### src/rtl/ones_comp_checksum_check_pkg.sv
// Shared definitions for the ones'-complement checksum datapath:
// FSM state encoding, default sizing and the all-ones (negative zero) value.
package ones_comp_checksum_check_pkg;

    localparam int unsigned DEF_WIDTH     = 4;
    localparam int unsigned DEF_MAX_WORDS = 15;

    localparam logic [DEF_WIDTH-1:0] ONES = '1;

    typedef enum logic [1:0] {
        IDLE,
        ACCUM,
        REPORT
    } state_t;

endpackage

### src/rtl/ones_comp_add_fold.sv
// Combinational ones'-complement adder: WIDTH+1-bit sum with one end-around
// carry fold (a single fold always suffices, F+F folds to F).
module ones_comp_add_fold
    import ones_comp_checksum_check_pkg::*;
#(
    parameter int unsigned WIDTH = DEF_WIDTH
) (
    input  logic [WIDTH-1:0] a,
    input  logic [WIDTH-1:0] b,
    output logic [WIDTH-1:0] sum
);

    logic [WIDTH:0] raw;

    always_comb begin
        raw = {1'b0, a} + {1'b0, b};
        sum = raw[WIDTH-1:0] + WIDTH'(raw[WIDTH]);
    end

endmodule

### src/rtl/ones_comp_checksum_check.sv
// Receive-side checksum checker: folds a valid/ready word stream into a
// ones'-complement sum and reports pass/len_err one cycle after the last word.
module ones_comp_checksum_check
    import ones_comp_checksum_check_pkg::*;
#(
    parameter int unsigned WIDTH     = DEF_WIDTH,
    parameter int unsigned MAX_WORDS = DEF_MAX_WORDS
) (
    input  logic             clk,
    input  logic             rst_n,
    input  logic             in_valid,
    input  logic [WIDTH-1:0] in_data,
    input  logic             in_last,
    output logic             in_ready,
    output logic             done,
    output logic             pass,
    output logic             len_err,
    output logic [WIDTH-1:0] sum_out
);

    localparam int unsigned       CW       = $clog2(MAX_WORDS + 2);
    localparam logic [CW-1:0]     CNT_SAT  = CW'(MAX_WORDS + 1);
    localparam logic [WIDTH-1:0]  ALL_ONES = '1;

    state_t           state;
    logic [WIDTH-1:0] acc;
    logic [WIDTH-1:0] add_a;
    logic [WIDTH-1:0] acc_next;
    logic [CW-1:0]    count;
    logic [CW-1:0]    count_next;
    logic             accept;
    logic             bad_len;

    assign accept = in_valid && in_ready;

    always_comb begin
        add_a      = (state == ACCUM) ? acc : '0;
        count_next = (state == IDLE) ? CW'(1) :
                     (count == CNT_SAT) ? count : count + CW'(1);
        bad_len    = (count_next < CW'(2)) || (count_next > CW'(MAX_WORDS));
    end

    ones_comp_add_fold #(.WIDTH(WIDTH)) u_add_fold (
        .a   (add_a),
        .b   (in_data),
        .sum (acc_next)
    );

    // Result registers load on the edge accepting the last word, so they are
    // already valid during the REPORT cycle in which done is high.
    always_ff @(posedge clk or negedge rst_n) begin
        if (!rst_n) begin
            state    <= IDLE;
            acc      <= '0;
            count    <= '0;
            in_ready <= 1'b0;
            done     <= 1'b0;
            pass     <= 1'b0;
            len_err  <= 1'b0;
            sum_out  <= '0;
        end else begin
            done <= 1'b0;
            case (state)
                IDLE, ACCUM: begin
                    in_ready <= 1'b1;
                    if (accept) begin
                        acc   <= acc_next;
                        count <= count_next;
                        state <= ACCUM;
                        if (in_last) begin
                            state    <= REPORT;
                            in_ready <= 1'b0;
                            done     <= 1'b1;
                            sum_out  <= acc_next;
                            len_err  <= bad_len;
                            pass     <= (acc_next == ALL_ONES) && !bad_len;
                        end
                    end
                end
                REPORT: begin
                    acc      <= '0;
                    count    <= '0;
                    in_ready <= 1'b1;
                    state    <= IDLE;
                end
                default: begin
                    state <= IDLE;
                end
            endcase
        end
    end

endmodule

### config.mk
export PLATFORM = sky130hd
export DESIGN_NAME = ones_comp_checksum_check
export DESIGN_NICKNAME = d
export VERILOG_FILES = /design/src/rtl/ones_comp_checksum_check_pkg.sv /design/src/rtl/ones_comp_add_fold.sv /design/src/rtl/ones_comp_checksum_check.sv
export SDC_FILE = /design/constraint.sdc
export NUM_CORES = 1
export LEC_CHECK = 0
export CORE_AREA = 2 2 48 50
export CTS_CLUSTER_SIZE = 24
export DETAILED_ROUTE_END_ITERATION = 10
export DIE_AREA = 0 0 50 52
export PLACE_DENSITY = 0.85
export SYNTH_ARGS = -nofsm -noshare
export SYNTH_HDL_FRONTEND = slang
export SYNTH_SLANG_ARGS = --single-unit
### constraint.sdc
create_clock -name clk -period 6.98 [get_ports clk]
set_input_delay 1.396 -clock clk [delete_from_list [all_inputs] [get_ports clk]]
set_output_delay 1.396 -clock clk [all_outputs]
set_load 0.01 [all_outputs]
==> flow_summary.json, run 1 <==
{
  "outcome": "finished, final reports clean",
  "tightest_slew_ns": 0.803,
  "routed_via_density": 5.92,
  "yosys_warnings": 0,
  "internal_power_uw": 241,
  "dp_hpwl_um": 1790,
  "wl_per_cell_um": 14.4,
  "crit_path_max_fanout": 3,
  "cts.path.max_buffers": 2,
  "hold_class": "flip-flop to flip-flop",
  "crit_end": "pass",
  "cts_root_buf": "clkbuf_4",
  "final_cells": 163,
  "setup_tns_ns": 0,
  "slew_viol_final": 0,
  "vias": 965,
  "critical_path_arrival_ns": 3.89,
  "grt_max_degree": 20,
  "min_period_ns": 3.67,
  "dpl_cell_area_mm2": 0.00131,
  "vdd_drop_max_mv": 0.197,
  "yosysTopAreaCell": "dfrtp_1",
  "ys_seq_area_share_pct": 41.3,
  "synth_cells": 119,
  "area_growth_pct": 16.2,
  "skew_ns": 0.00607,
  "cts_resized": 0,
  "drcViolationCount": 0,
  "antenna_cells": 0,
  "routed_wl_um": 2350,
  "die_y_um": 52,
  "cts.sinks": 19,
  "holdWs_ns": 0.498,
  "worstSetupEndpointType": "flip-flop",
  "synth_seq_cells": 19,
  "coreArea_mm2": 0.00211,
  "reg2reg_from": "state[0]",
  "ys.flop_type": "dfrtp_1",
  "ioPinCount": 16,
  "rsz0062_at_grt": "false",
  "initial_core_util_pct": 54.7,
  "design_area_mm2": 0.00134,
  "synth.top_cells.by_count": "dfrtp_1, o21ai_0, nand2_1",
  "netlist_area_mm2": 0.00115,
  "synth_area_leaders": "dfrtp_1, ha_1, o21ai_0",
  "p_sw_uw": 138,
  "synthDistinctLibCells": 35,
  "switching_share_pct": 36.3,
  "track_usage_pct": 19.9,
  "critPathKind": "input port to flip-flop",
  "drive_above_1_share_pct": 7.41,
  "antenna_found_initial": 0,
  "grt_pass1_wl_um": 3880,
  "synth_nets": 136,
  "synth.most_common_cell": "dfrtp_1",
  "portBuffers": 15,
  "cts_buffers": 3,
  "syn_avg_cell_area_um2": 9.67,
  "clk_latency_ns": 0.30,
  "startpoint_type": "input port",
  "synth_edf_count": 0,
  "firstDrtPassIters": 4,
  "h-tree-depth": 1,
  "required_ns": 7.20,
  "die_w_um": 50,
  "r2r_end": "pass",
  "nFillCells": 171,
  "reg2regPathDepth": 12,
  "cellLeakagePower_nw": 0.625,
  "nets": 153,
  "dp_cells": 159,
  "clkSlewWorstSetupHoldPaths_ns": 0.11,
  "combPwrFrac_pct": 42.0,
  "drv_cap": 0,
  "post-synth-top-area-fraction_pct": 41.3,
  "cts_setup_buffers": 0,
  "setup_viol": 0,
  "routabilityCongestion": 0.804,
  "p_per_area_mw_per_mm2": 283,
  "grt_overflow_total": 0,
  "hold_viol_final": 0,
  "power_frac_seq_pct": 43.0,
  "crit_start": "in_data[0]",
  "cts-hold-fix-buffers": 0,
  "postRouteAntennaNets": 0,
  "r2r_setup_slack_ns": 3.89,
  "clock.fmax_mhz": 273,
  "period_share_pct": 52.5,
  "cts_tree": "yes",
  "synth_async_sr_flop_share_pct": 100,
  "slew_headroom_pct": 46.3,
  "p_clk_share_pct": 14.9,
  "grt_pass1_vias": 879,
  "first_iter_violations": 28,
  "rows": 17,
  "die_area_mm2": 0.00260
}
-- routing by layer --
metal | vias to the layer above | share of wire, % | wire length (µm) | track usage [%]
met2 | 33 | 51 | 1200 | 34.4
met5 | - | 0 | 0 | 0
met3 | 7 | 4.0 | 93 | 2.87
met1 | 462 | 43 | 1010 | 24.1
met4 | 0 | 2.0 | 48 | 9.72
li1 | 463 | - | - | -
-- per-stage QoR --
step / power [mW] / setup slack (ns) / util (%)
detailed placement: 0.325 / 2.97 / 62.2
finish: 0.379 / 3.31 / 63.5
floorplan: 0.262 / 3.54 / -
global route: 0.407 / 3.18 / 63.5
CTS: 0.382 / 3.32 / 63.5
global placement: 0.315 / 3.07 / 62.2
-- cell usage in the layout (no fill, tap or decap), types with 2 or more instances in the layout --
cell type        count
dfrtp_1             19
clkdlybuf4s50_1     15
o21ai_0             13
nand2_1             12
inv_1                9
nand3_1              8
ha_1                 8
a21oi_1              6
nor2_1               4
and2_1               4
mux2_2               3
a211oi_1             3
clkbuf_4             3
nand3b_1             2
xnor2_1              2
a21o_1               2
and3_1               2
o32a_1               2
-- cell type report --
cell class / instances / area, µm² / share of cell area (%)
multi-input combinational: 88 / 616 / 46.0
sequential: 19 / 475 / 35.5
timing repair buffer: 15 / 150 / 11.2
tap: 28 / 35.0 / 2.62
inverter: 9 / 33.8 / 2.53
clock buffer: 3 / 22.5 / 1.68
clock inverter: 1 / 5.00 / 0.374
-- worst min path at each step --
stage,from,to,slack (ns),cells after the start
final,sum_out[2],sum_out[2],0.50,2
after global routing,pass,pass,0.54,2
after CTS,sum_out[2],sum_out[2],0.51,2
after detailed placement,sum_out[2],sum_out[2],0.48,2
after global placement,sum_out[3],sum_out[3],0.46,2
after floorplan,acc[0],acc[0],0.46,2
-- state kept, by name (all words and copies together) (netlist names) --
register	flops
acc	4
pass	1
len_err	1
count	5
in_ready	1
sum_out	4
state	2
done	1
-- critical path, stage by stage --
cell	delay, ns
clkdlybuf4s50_1	0.40
ha_1	0.24
fa_1	0.41
a21oi_1	0.16
o21bai_1	0.07
ha_1	0.22
ha_1	0.19
xor2_1	0.18
or3_1	0.39
o31ai_2	0.22
-- power groups by stage --
stage,clock (mW),sequential (mW),combinational [mW]
after detailed placement,0,0.166,0.160
after global routing,0.0629,0.168,0.177
final,0.0567,0.163,0.159
after CTS,0.0586,0.163,0.160
after floorplan,0,0.165,0.0970
after global placement,0,0.163,0.152
-- kinds of logic (layout without fill, tap and decap cells) --
logic type / count (synthesis) / in the layout / synth area share (%)
muxes: 4 / 4 / 3.80
AOI/OAI and AO/OA: 34 / 34 / 19.1
adders and majority gates: 9 / 9 / 10.4
buffers and inverters: 12 / 28 / 5.22
DFF: 19 / 19 / 41.3
and+or+nand+nor: 38 / 38 / 17.8
xor gates and xnor gates: 3 / 3 / 2.28
Power figures use the tool's default switching activity.
==> run 2, diff against run 1 <==
Settings changed: CORE_AREA 2 2 48 50 to 2 2 52 54, DIE_AREA 0 0 50 52 to 0 0 54 56, PLACE_DENSITY 0.85 to 0.77.
Clock period 6.98 ns to 3.25 ns, I/O delays scaled along.
==> run 2 against run 1 <==
Net effect: die area up 16%; cell area up 1.3%; sequential power up 110%; highest routed layer unchanged; critical endpoint unchanged; via count up 3.5%.
==> flow_summary.json, run 2 (synthesized netlist as in run 1, its figures left out) <==
{
  "outcome": "finished, final reports clean",
  "cts_buffers": 3,
  "reg2reg_from": "state[0]",
  "critical_path_arrival_ns": 3.16,
  "final_cell_mix": "dfrtp_1, clkdlybuf4s50_1, o21ai_0",
  "worst_path_most_repeated_cell": "ha_1",
  "crit_slowest_cell": "clkdlybuf4s50_1",
  "slew_viol_final": 0,
  "nets": 155,
  "antenna_found_initial": 0,
  "setup_tns_ns": 0,
  "track_usage_pct": 18.3,
  "cellLeakagePower_nw": 0.635,
  "min_period_ns": 2.93,
  "final_common_cell": "dfrtp_1",
  "clkSlewWorstSetupHoldPaths_ns": 0.12,
  "largest_reg_flops": 5,
  "hold_class": "flip-flop to flip-flop",
  "grt_max_degree": 20,
  "grt_pass1_vias": 964,
  "rows": 18,
  "grt_overflow_total": 0,
  "initial_core_util_pct": 47.3,
  "worstHoldStart": "sum_out[3]",
  "reg_top3": "count: 5 flops, acc: 4 flops, sum_out: 4 flops",
  "drv_cap": 0,
  "max_stage_delay_ns": 0.41,
  "routed_via_density": 5.98,
  "die_y_um": 56,
  "cts_root_buf": "clkbuf_4",
  "cts_resized": 0,
  "routed_wl_um": 2510,
  "cts.path.max_buffers": 2,
  "tightest_slew_ns": 0.844,
  "coreArea_mm2": 0.00243,
  "cts.sinks": 19,
  "die_w_um": 54,
  "vias": 999,
  "path_cells": "clkdlybuf4s50_1 -> ha_1 -> fa_1 -> a21oi_1 -> o21bai_1 -> ha_1 -> ha_1 -> xor2_1 -> or3_1 -> o31ai_2",
  "period_share_pct": 90.3,
  "area_growth_pct": 17.7,
  "dpl_cell_area_mm2": 0.00133,
  "p_total_uw": 815,
  "cts-hold-fix-buffers": 0,
  "portBuffers": 15,
  "firstDrtPassIters": 4,
  "holdWs_ns": 0.499,
  "clock.fmax_mhz": 341,
  "cts_setup_buffers": 0,
  "critPathKind": "input port to flip-flop",
  "ioPinCount": 16,
  "fin_util_pct": 55.7,
  "setup_viol": 0,
  "h-tree-depth": 1,
  "hold_viol_final": 0,
  "postRouteAntennaNets": 0,
  "drive_above_1_share_pct": 8.76,
  "vdd_drop_max_mv": 0.309,
  "dp_hpwl_um": 1950,
  "antenna_cells": 0,
  "slew_headroom_pct": 43.6,
  "wl_per_cell_um": 15.0,
  "die_area_mm2": 0.00302,
  "skew_ns": 0.0102,
  "crit_path_max_fanout": 3,
  "grt_pass1_wl_um": 4100,
  "worstSetupEndpointType": "flip-flop",
  "routabilityCongestion": 0.826,
  "startpoint_type": "input port",
  "clk_latency_ns": 0.30,
  "top_register": "count",
  "cts_tree": "yes",
  "first_iter_violations": 28,
  "design_area_mm2": 0.00136,
  "p_per_area_mw_per_mm2": 601,
  "required_ns": 3.47,
  "drcViolationCount": 0,
  "crit_start": "in_data[0]",
  "rsz0062_at_grt": "false"
}
==> run 2: cell types whose count changed in the layout (fill, tap and decap cells not counted) <==
cell and delta:
buf_4 +2
==> run 2: critical path, delay by kind of cell <==
family | cells | cell delay (ns)
AO/OA/AOI/OAI | 3 | 0.46
XOR/XNOR | 1 | 0.18
adder cells (fa/ha/maj) | 4 | 1.08
buffers and inverters | 1 | 0.41
AND/OR/NAND/NOR | 1 | 0.39
==> run 2: worst paths after layout <==
path	endpoint	slack (ns)	cells past startpoint
max	pass	0.32	10
min	sum_out[3]	0.50	2
max reg2reg	pass	0.33	12
min reg2reg	sum_out[3]	0.50	2
max in group asynchronous	done	1.90	1
min in group asynchronous	acc[3]	0.82	1
==> run 2: per-layer routing <==
metal	routed length, µm	GRT usage (%)
met1	1040	20.6
met2	1370	33.4
met5	0	0
met3	77	2.42
met4	21	6.43
==> run 2: power breakdown <==
| part | switching (mW) | internal, mW | leakage (nW) |
|---|---|---|---|
| clock | 0.0742 | 0.0458 | 0.0177 |
| sequential | 0.0430 | 0.299 | 0.238 |
| combinational | 0.176 | 0.176 | 0.379 |
| total | 0.294 | 0.521 | 0.635 |
==> run 2: per-stage QoR <==
| step | setup WS (ns) | std cells |
|---|---|---|
| 2_1_floorplan | 0.378 | 119 |
| 3_3_place_gp | 0.0649 | 163 |
| 3_5_place_dp | -0.0117 | 163 |
| 4_1_cts | 0.323 | 167 |
| 5_1_grt | 0.149 | 167 |
| 6_report | 0.315 | 167 |
==> run 2: layout make-up <==
cell class,count,area [µm²]
Clock buffer,3,22.5
Clock inverter,1,5.00
Fill cell,230,1080
Inverter,9,33.8
Multi-Input combinational cell,88,616
Sequential cell,19,475
Tap cell,30,37.5
Timing Repair Buffer,17,165
==> run 3, diff against run 2 <==
Settings changed: CAP_MARGIN from default to 20, GPL_TIMING_DRIVEN from default to 0.
==> run 3 against run 2 <==
Net effect: clock-buffer cell count unchanged; cell count is 1.8% higher; hold slack better by 0.0064 ns; cell area grew 2.3%; wire length decreased by 2.0%.
==> flow_summary.json, run 3 (synthesized netlist as in run 1, its figures left out) <==
{
  "clkSlewWorstSetupHoldPaths_ns": 0.11,
  "clock.fmax_mhz": 327,
  "track_usage_pct": 17.7,
  "grt_max_degree": 20,
  "wl_per_cell_um": 14.5,
  "worstSetupEndpointType": "flip-flop",
  "largest_reg_flops": 5,
  "postRouteAntennaNets": 0,
  "drcViolationCount": 0,
  "routed_via_density": 5.58,
  "setup_slack_ns": 0.194,
  "routed_wl_um": 2460,
  "wl_met2_um": 1260,
  "crit_path_max_fanout": 6,
  "place_ws_ns": -0.109,
  "required_ns": 3.46,
  "die_area_mm2": 0.00302,
  "min_period_ns": 3.06,
  "firstDrtPassIters": 4,
  "cellLeakagePower_nw": 0.651,
  "ioPinCount": 16,
  "cts_buffers": 3,
  "drive_above_1_share_pct": 11.4,
  "p_total_uw": 825,
  "cts_root_buf": "clkbuf_4",
  "first_iter_violations": 18,
  "vdd_drop_max_mv": 0.320,
  "cts-hold-fix-buffers": 0,
  "rsz0062_at_grt": "false",
  "cts.path.max_buffers": 2,
  "drv_cap": 0,
  "antenna_cells": 0,
  "grt_overflow_total": 0,
  "final_cell_mix": "dfrtp_1, clkdlybuf4s50_1, o21ai_0",
  "tightest_slew_ns": 0.872,
  "coreArea_mm2": 0.00243,
  "dp_hpwl_um": 1850,
  "hold_class": "flip-flop to flip-flop",
  "cts.sinks": 19,
  "wl_met3_um": 73,
  "clk_latency_ns": 0.30,
  "reg_top3": "count: 5 flops, acc: 4 flops, sum_out: 4 flops",
  "initial_core_util_pct": 47.3,
  "routabilityCongestion": 0.899,
  "critical_path_arrival_ns": 3.26,
  "critPathKind": "flip-flop to flip-flop",
  "startpoint_type": "flip-flop",
  "highest_layer": "met4",
  "slew_viol_final": 0,
  "area_growth_pct": 20.4,
  "outcome": "finished, final reports clean",
  "die_y_um": 56,
  "max_stage_delay_ns": 0.45,
  "top_register": "count",
  "met1_length_um": 1110,
  "nets": 158,
  "rows": 18,
  "slew_headroom_pct": 41.7,
  "worst_path_most_repeated_cell": "ha_1",
  "crit_slowest_cell": "dfrtp_2",
  "period_share_pct": 94.0,
  "p_per_area_mw_per_mm2": 595,
  "portBuffers": 15,
  "final_common_cell": "dfrtp_1",
  "die_w_um": 54,
  "hold_viol_final": 0,
  "path_cells": "inv_1 -> nor2_1 -> and2_1 -> ha_1 -> fa_1 -> a21oi_1 -> o21bai_1 -> ha_1 -> ha_1 -> xor2_1 -> or3_1 -> o31ai_2",
  "antenna_found_initial": 0,
  "skew_ns": 0.00110,
  "grt_pass1_vias": 888,
  "h-tree-depth": 1,
  "grt_pass1_wl_um": 4000,
  "cts_tree": "yes",
  "setup_viol": 0,
  "vias": 948
}
run 3: final timing paths:
kind,to,startpoint,depth (start not counted),slack [ns]
setup reg to reg,pass,state[0],12,0.19
min in group asynchronous,count[3],rst_n,1,0.83
max in group asynchronous,state[0],rst_n,1,1.83
hold / removal,sum_out[3],sum_out[3],2,0.51
setup / recovery,pass,state[0],12,0.19
hold reg to reg,sum_out[3],sum_out[3],2,0.51
run 3: layer usage:
layer  up-vias  GRT usage (%)
met2        20           28.9
met4         0           5.71
met3         2           3.23
met1       456           23.2
li1        470              -
met5         -              0
run 3: layout make-up:
| cell class | count | area [µm²] |
|---|---|---|
| Multi-Input combinational cell | 88 | 616 |
| Sequential cell | 19 | 477 |
| Tap cell | 30 | 37.5 |
| Inverter | 9 | 33.8 |
| Fill cell | 214 | 1050 |
| Buffer | 2 | 22.5 |
| Timing Repair Buffer | 18 | 173 |
| Clock buffer | 3 | 22.5 |
| Clock inverter | 1 | 5.00 |
run 3: metrics by stage:
| step | hold slack (ns) | setup TNS (ns) | area (µm²) | cells | utilization (%) |
|---|---|---|---|---|---|
| global route | 0.529 | 0 | 1390 | 170 | 57.0 |
| global placement | 0.465 | -0.000865 | 1340 | 164 | 55.0 |
| finish | 0.505 | 0 | 1390 | 170 | 57.0 |
| detailed placement | 0.478 | -0.109 | 1340 | 164 | 55.0 |
| CTS | 0.505 | 0 | 1360 | 167 | 56.0 |
| floorplan | 0.354 | 0 | 1150 | 119 | - |
run 3: repair_timing:
action                                  in CTS  in global routing
endpoints found under the setup margin       1                  1
resized for setup                            0                  1
setup buffers                                0                  3
run 3: power by group:
part / total (mW) / internal, mW / switching, mW / leakage, nW
sequential: 0.344 / 0.300 / 0.0441 / 0.237
clock: 0.122 / 0.0458 / 0.0759 / 0.0177
combinational: 0.360 / 0.183 / 0.176 / 0.396
run 3: critical path: cells and delay by family (launching register included):
family / cells / cell delay [ns]
AO/OA/AOI/OAI: 3 / 0.51
XOR/XNOR: 1 / 0.19
flip-flops: 1 / 0.45
adder cells (fa/ha/maj): 4 / 1.06
AND/OR/NAND/NOR: 3 / 0.64
buffers and inverters: 1 / 0.11
